## src/rtl/sram_axi4_slave.sv

```systemverilog
// sram_axi4_slave: byte-addressed SRAM behind an AXI4 slave port with independent read/write FSMs and FIXED/INCR/WRAP bursts
module sram_axi4_slave #(
    parameter int ADDR_WIDTH = 8,
    parameter int DATA_WIDTH = 64,
    parameter int ID_WIDTH   = 4,
    parameter int USER_WIDTH = 4
) (
    input  logic                    i_aclk,
    input  logic                    i_areset,
    input  logic [ID_WIDTH-1:0]     i_arid,
    input  logic [ADDR_WIDTH-1:0]   i_araddr,
    input  logic [7:0]              i_arlen,
    input  logic [2:0]              i_arsize,
    input  logic [1:0]              i_arburst,
    input  logic [1:0]              i_arlock,
    input  logic [3:0]              i_arcache,
    input  logic [2:0]              i_arprot,
    input  logic [3:0]              i_arqos,
    input  logic [3:0]              i_arregion,
    input  logic [USER_WIDTH-1:0]   i_aruser,
    input  logic                    i_arvalid,
    output logic                    o_arready,
    output logic [ID_WIDTH-1:0]     o_rid,
    output logic [DATA_WIDTH-1:0]   o_rdata,
    output logic [1:0]              o_rresp,
    output logic                    o_rlast,
    output logic [USER_WIDTH-1:0]   o_ruser,
    output logic                    o_rvalid,
    input  logic                    i_rready,
    input  logic [ID_WIDTH-1:0]     i_awid,
    input  logic [ADDR_WIDTH-1:0]   i_awaddr,
    input  logic [7:0]              i_awlen,
    input  logic [2:0]              i_awsize,
    input  logic [1:0]              i_awburst,
    input  logic [1:0]              i_awlock,
    input  logic [3:0]              i_awcache,
    input  logic [2:0]              i_awprot,
    input  logic [3:0]              i_awqos,
    input  logic [3:0]              i_awregion,
    input  logic [USER_WIDTH-1:0]   i_awuser,
    input  logic                    i_awvalid,
    output logic                    o_awready,
    input  logic [ID_WIDTH-1:0]     i_wid,
    input  logic [DATA_WIDTH-1:0]   i_wdata,
    input  logic [DATA_WIDTH/8-1:0] i_wstrb,
    input  logic                    i_wlast,
    input  logic [USER_WIDTH-1:0]   i_wuser,
    input  logic                    i_wvalid,
    output logic                    o_wready,
    output logic [ID_WIDTH-1:0]     o_bid,
    output logic [1:0]              o_bresp,
    output logic [USER_WIDTH-1:0]   o_buser,
    output logic                    o_bvalid,
    input  logic                    i_bready
);
    localparam int STRB  = DATA_WIDTH / 8;
    localparam int LB    = $clog2(STRB);
    localparam int DEPTH = 1 << ADDR_WIDTH;

    typedef enum logic {R_IDLE, R_DATA} r_state_t;
    typedef enum logic [1:0] {W_IDLE, W_DATA, W_RESP} w_state_t;

    logic [7:0] mem [DEPTH];

    r_state_t r_state, r_next;
    logic [ID_WIDTH-1:0] r_id;
    logic [ADDR_WIDTH-1:0] r_addr;
    logic [7:0] r_len, r_cnt;
    logic [2:0] r_size;
    logic [1:0] r_burst;
    logic [DATA_WIDTH-1:0] r_word;

    w_state_t w_state, w_next;
    logic [ID_WIDTH-1:0] w_id;
    logic [ADDR_WIDTH-1:0] w_addr;
    logic [7:0] w_len, w_cnt;
    logic [2:0] w_size;
    logic [1:0] w_burst;

    logic unused_ok;
    assign unused_ok = ^{i_wid, i_arlock, i_awlock, i_arcache, i_awcache, i_arprot, i_awprot, i_arqos,
                         i_awqos, i_arregion, i_awregion, i_aruser, i_awuser, i_wuser, i_wlast};

    // WRAP with a length other than 2/4/8/16 beats degrades to INCR
    function automatic logic [ADDR_WIDTH-1:0] next_addr(input logic [ADDR_WIDTH-1:0] a, input logic [7:0] len,
                                                        input logic [2:0] size, input logic [1:0] burst);
        logic [31:0] bound, sum;
        logic wrap;
        bound = (32'(len) + 32'd1) << size;
        sum = 32'(a) + (32'd1 << size);
        wrap = burst == 2'b10 && (len == 8'd1 || len == 8'd3 || len == 8'd7 || len == 8'd15);
        next_addr = burst == 2'b00 ? a
                  : wrap ? ADDR_WIDTH'((32'(a) & ~(bound - 32'd1)) | (sum & (bound - 32'd1)))
                  : ADDR_WIDTH'(sum);
    endfunction

    always_comb begin
        o_arready = r_state == R_IDLE;
        o_rvalid = r_state == R_DATA;
        r_next = r_state == R_IDLE ? (i_arvalid ? R_DATA : R_IDLE)
               : (i_rready && r_cnt == r_len ? R_IDLE : R_DATA);
    end

    always_comb begin
        r_word = '0;
        for (int l = 0; l < STRB; l++)
            r_word[8*l +: 8] = mem[{r_addr[ADDR_WIDTH-1:LB], LB'(l)}];
    end

    assign o_rdata = o_rvalid ? r_word : '0;
    assign o_rlast = o_rvalid && r_cnt == r_len;
    assign o_rid = r_id;
    assign o_rresp = 2'b00;
    assign o_ruser = '0;

    always_ff @(posedge i_aclk or posedge i_areset) begin
        if (i_areset) begin
            r_state <= R_IDLE;
            r_id <= '0;
            r_addr <= '0;
            r_len <= '0;
            r_cnt <= '0;
            r_size <= '0;
            r_burst <= '0;
        end else begin
            r_state <= r_next;
            if (r_state == R_IDLE && i_arvalid) begin
                r_id <= i_arid;
                r_addr <= i_araddr;
                r_len <= i_arlen;
                r_size <= i_arsize;
                r_burst <= i_arburst;
                r_cnt <= '0;
            end else if (r_state == R_DATA && i_rready) begin
                r_cnt <= r_cnt + 8'd1;
                r_addr <= next_addr(r_addr, r_len, r_size, r_burst);
            end
        end
    end

    always_comb begin
        o_awready = w_state == W_IDLE;
        o_wready = w_state == W_DATA;
        o_bvalid = w_state == W_RESP;
        w_next = w_state == W_IDLE ? (i_awvalid ? W_DATA : W_IDLE)
               : w_state == W_DATA ? (i_wvalid && w_cnt == w_len ? W_RESP : W_DATA)
               : (i_bready ? W_IDLE : W_RESP);
    end

    assign o_bid = w_id;
    assign o_bresp = 2'b00;
    assign o_buser = '0;

    always_ff @(posedge i_aclk or posedge i_areset) begin
        if (i_areset) begin
            w_state <= W_IDLE;
            w_id <= '0;
            w_addr <= '0;
            w_len <= '0;
            w_cnt <= '0;
            w_size <= '0;
            w_burst <= '0;
        end else begin
            w_state <= w_next;
            if (w_state == W_IDLE && i_awvalid) begin
                w_id <= i_awid;
                w_addr <= i_awaddr;
                w_len <= i_awlen;
                w_size <= i_awsize;
                w_burst <= i_awburst;
                w_cnt <= '0;
            end else if (w_state == W_DATA && i_wvalid) begin
                w_cnt <= w_cnt + 8'd1;
                w_addr <= next_addr(w_addr, w_len, w_size, w_burst);
            end
        end
    end

    // reset reloads each byte with its own address so contents are predictable
    always_ff @(posedge i_aclk or posedge i_areset) begin
        if (i_areset) begin
            for (int k = 0; k < DEPTH; k++)
                mem[k] <= 8'(k);
        end else if (w_state == W_DATA && i_wvalid) begin
            for (int l = 0; l < STRB; l++)
                if (i_wstrb[l])
                    mem[{w_addr[ADDR_WIDTH-1:LB], LB'(l)}] <= i_wdata[8*l +: 8];
        end
    end
endmodule

```

## config.mk

```make
export PLATFORM = sky130hd
export DESIGN_NAME = sram_axi4_slave
export DESIGN_NICKNAME = d
export VERILOG_FILES = /design/src/rtl/sram_axi4_slave.sv
export SDC_FILE = /design/constraint.sdc
export NUM_CORES = 2
export LEC_CHECK = 0
export BUFFER_PORTS_ARGS = -buffer_cell sky130_fd_sc_hd__clkbuf_2
export CAP_MARGIN = 20
export CORE_MARGIN = 2
export CORE_UTILIZATION = 55
export DETAILED_ROUTE_END_ITERATION = 12
export PLACE_DENSITY_LB_ADDON = 0.08
export SYNTH_ARGS = -nofsm -noshare
export SYNTH_HDL_FRONTEND = slang
export SYNTH_SLANG_ARGS = --single-unit
```

## constraint.sdc

```tcl
create_clock -name i_aclk -period 63.4 [get_ports i_aclk]
set_input_delay 9.51 -clock i_aclk [delete_from_list [all_inputs] [get_ports i_aclk]]
set_output_delay 9.51 -clock i_aclk [all_outputs]
set_load 0.005 [all_outputs]
```

==> metrics.txt <==
synthesis-to-finish area growth 10.8%; leading register cell type out of synthesis sky130_fd_sc_hd__dfrtp_1; input/output buffers 206; Hold Vio Cnt, Final 0; root buffer cell sky130_fd_sc_hd__clkbuf_16; Iter 0 DRT Violations roughly 4.0k; power density cells around 48 nW/um^2; share of the cycle needed by the critical path after routing 0.248; number of buffers inserted for hold repair after clock tree synthesis 0; final instance count without filler cells approximately 9k; count of unique library cells instantiated by Yosys 79; Site Rows 156; HP Class reg2reg; Final Routed Wirelength between 200,000 and 250,000 microns; arrival time at the worst endpoint between 6 and 7 ns; Die Outline Area 184,000 sq um; antenna violations before repair 7; top area cells in the synthesized netlist sky130_fd_sc_hd__dfrtp_1 (28%), sky130_fd_sc_hd__dfstp_2 (27%), sky130_fd_sc_hd__mux2_2 (23%); # Max-Cap Violations 0; first-pass GRT wire length 378,000 microns; final net count 6,516; time the worst path needs with I/O delays and setup 15.73 ns; total overflow reported by the global router 0; Starting Density 0.552; Yosys Warn Count 0; unrepaired setup endpoints after global routing false; highest-count cells in the layout ignoring fill and taps sky130_fd_sc_hd__mux2_2 (2,050), sky130_fd_sc_hd__dfrtp_1 (1,088), sky130_fd_sc_hd__dfstp_2 (1,024); clock skew between 0.03 and 0.04 ns; DR vias 55.0k; Pre-Repair DR Iteration Count 5; Synth top area share 0.275; vias in the first global route 57.5k; horizontal extent of the die 429 microns; core box area roughly 180,000 sq um; Setup Total Neg Slack 0 ns; worst rel slew slack 0.288; fraction of final layout cells sized beyond drive strength 1 0.704; syn avg cell area 16.0 sq um; number of design rule violations left after detail routing 0; Max IR drop VDD 0.0330 mV; DP Cell Count 8,455; FF+latch count, synth approximately 2.1k; multi-input combinational cell area 43,200 sq um; LEAKAGE about 0.048 uW; layer carrying the most global-route usage met2; Clock H-tree levels 4; count of flip-flops with a built-in enable after synthesis 0; Gates resized, CTS repair 0; WS Path Type reg2out; TritonCTS clock tree done; max-slew violation total from the final report 0; number of routed nets with antenna violations 0; clock transition at the register clock pins on the worst setup and hold paths after CTS 0.06 ns; worst skew pair latency 0.86 ns; maximum number of pins on one net before global-route repair 172; met2 demand-to-capacity share in global routing 0.423; Ports 270; crit path launch type flop; max frequency approximately 0.064 GHz; GPL Wtd Cong 0.821; status finished clean; most frequent standard cell in the layout excluding fill and tap cells sky130_fd_sc_hd__mux2_2; gr usage total 0.274; crit-path max FO 43; met3 Usage GRT 0.0517; FF/Latch Area 54,300 sq um; CP endpoint kind output port; drt wl/cell 28.1 microns; clock buffer depth 3; sequential share of the synthesized area 0.546; setup bufs post-CTS 0; vertical die dimension 429 microns; required time of the critical path 53.89 ns; Sinks on Clock Net between 2k and 2.5k; total setup violations reported at the end of the flow 0; post-detail-place hpwl ~160,000 microns; transition time at the pin with the least slew margin 1.07 ns; number of buffers created by CTS around 220; cell accounting for the most synthesized area sky130_fd_sc_hd__dfrtp_1; Cell Area, Synth 99,400 sq um; number of filler instances in the final layout 13.6k; Post-Syn Instances 6,209; met1 Usage GRT 0.399; per-cell via count in the routed design 6.19; proportion of synthesized flip-flops having asynchronous set or reset 1.00
[power by group]
part	switching [uW]	internal, uW	leakage, uW
clock	549	790	0.00379
sequential	279	2000	0.0252
combinational	769	940	0.0187
[routing by layer]
metal  wire length (microns)  vias to the layer above
li1                        -                    23300
met1                  112000                    30200
met2                  117000                     1109
met3                   12900                      326
met4                    6800                        4
met5                     202                        -
[cell families after synthesis]
kind of cell | share of synthesized area
multiplexers | 0.384
other | 0.0000377
flip-flops | 0.546
AND/OR/NAND/NOR | 0.0315
AO/OA/AOI/OAI | 0.00968
XOR/XNOR | 0.00519
buffers and inverters | 0.0202
adder cells (fa/ha/maj) | 0.00317
[critical path, cell delays in order, from the launching register on]
cell and delay, ns:
sky130_fd_sc_hd__dfrtp_4 1.00, sky130_fd_sc_hd__buf_4 0.83, sky130_fd_sc_hd__buf_4 0.83, sky130_fd_sc_hd__buf_4 0.78, sky130_fd_sc_hd__mux4_2 0.63, sky130_fd_sc_hd__mux4_2 0.49
sky130_fd_sc_hd__mux2i_1 0.31, sky130_fd_sc_hd__nor2_1 0.11, sky130_fd_sc_hd__clkbuf_2 0.16
[metrics by stage]
stage	utilization	hold slack, ns	instance area, sq um	worst slack, ns	power [uW]
after floorplan	-	0.456	99500	25.32	3540
after global placement	0.569	0.457	102000	48.43	3950
after detailed placement	0.569	0.462	102000	48.45	4020
after CTS	0.611	0.477	110000	47.50	5370
after global routing	0.611	0.506	110000	47.24	5590
final	0.611	0.476	110000	47.67	5320
[final cells by class]
type                    count  area share
diodes                      7    0.000159
clock buffers             354      0.0621
clock inverters            70     0.00711
inverters                  27    0.000977
multi-input cells        3639       0.393
flip-flops and latches   2117       0.493
well taps                2370      0.0269
repair buffers            305      0.0174
[Yosys cell counts, drive strengths merged (5+ instances only)]
library cell,instances
mux2,2052
dfrtp,1093
dfstp,1024
mux4,640
clkbuf,290
nor2,286
nand2,243
buf,147
mux2i,69
o21ai,48
xnor2,37
a21oi,32
nand3,27
inv,26
ha,22
nor3,18
xor2,18
nor2b,14
and3,13
nand4,11
nand2b,10
a211oi,6
o211ai,6
and2,5
[flip-flops by register name, indices dropped and copies added (netlist names), 3 cells and up, named ones only]
name,cells
mem,2048
r_len,8
r_size,3
w_len,8
o_rid,4
w_size,3
o_bid,4
w_cnt,8
r_cnt,8
[path summary, 6_finish.rpt]
path                           from          end  slack [ns]  cells after the start
setup / recovery               flop  o_rdata[45]       47.67                      8
hold / removal             o_rid[0]     o_rid[0]        0.48                      2
setup reg to reg               flop     mem[797]       59.82                      5
hold reg to reg            o_rid[0]     o_rid[0]        0.48                      2
max in group asynchronous  i_areset    mem[1619]       50.55                      7
min in group asynchronous  i_areset     mem[893]        8.70                      3
Power figures use the tool's default switching activity.
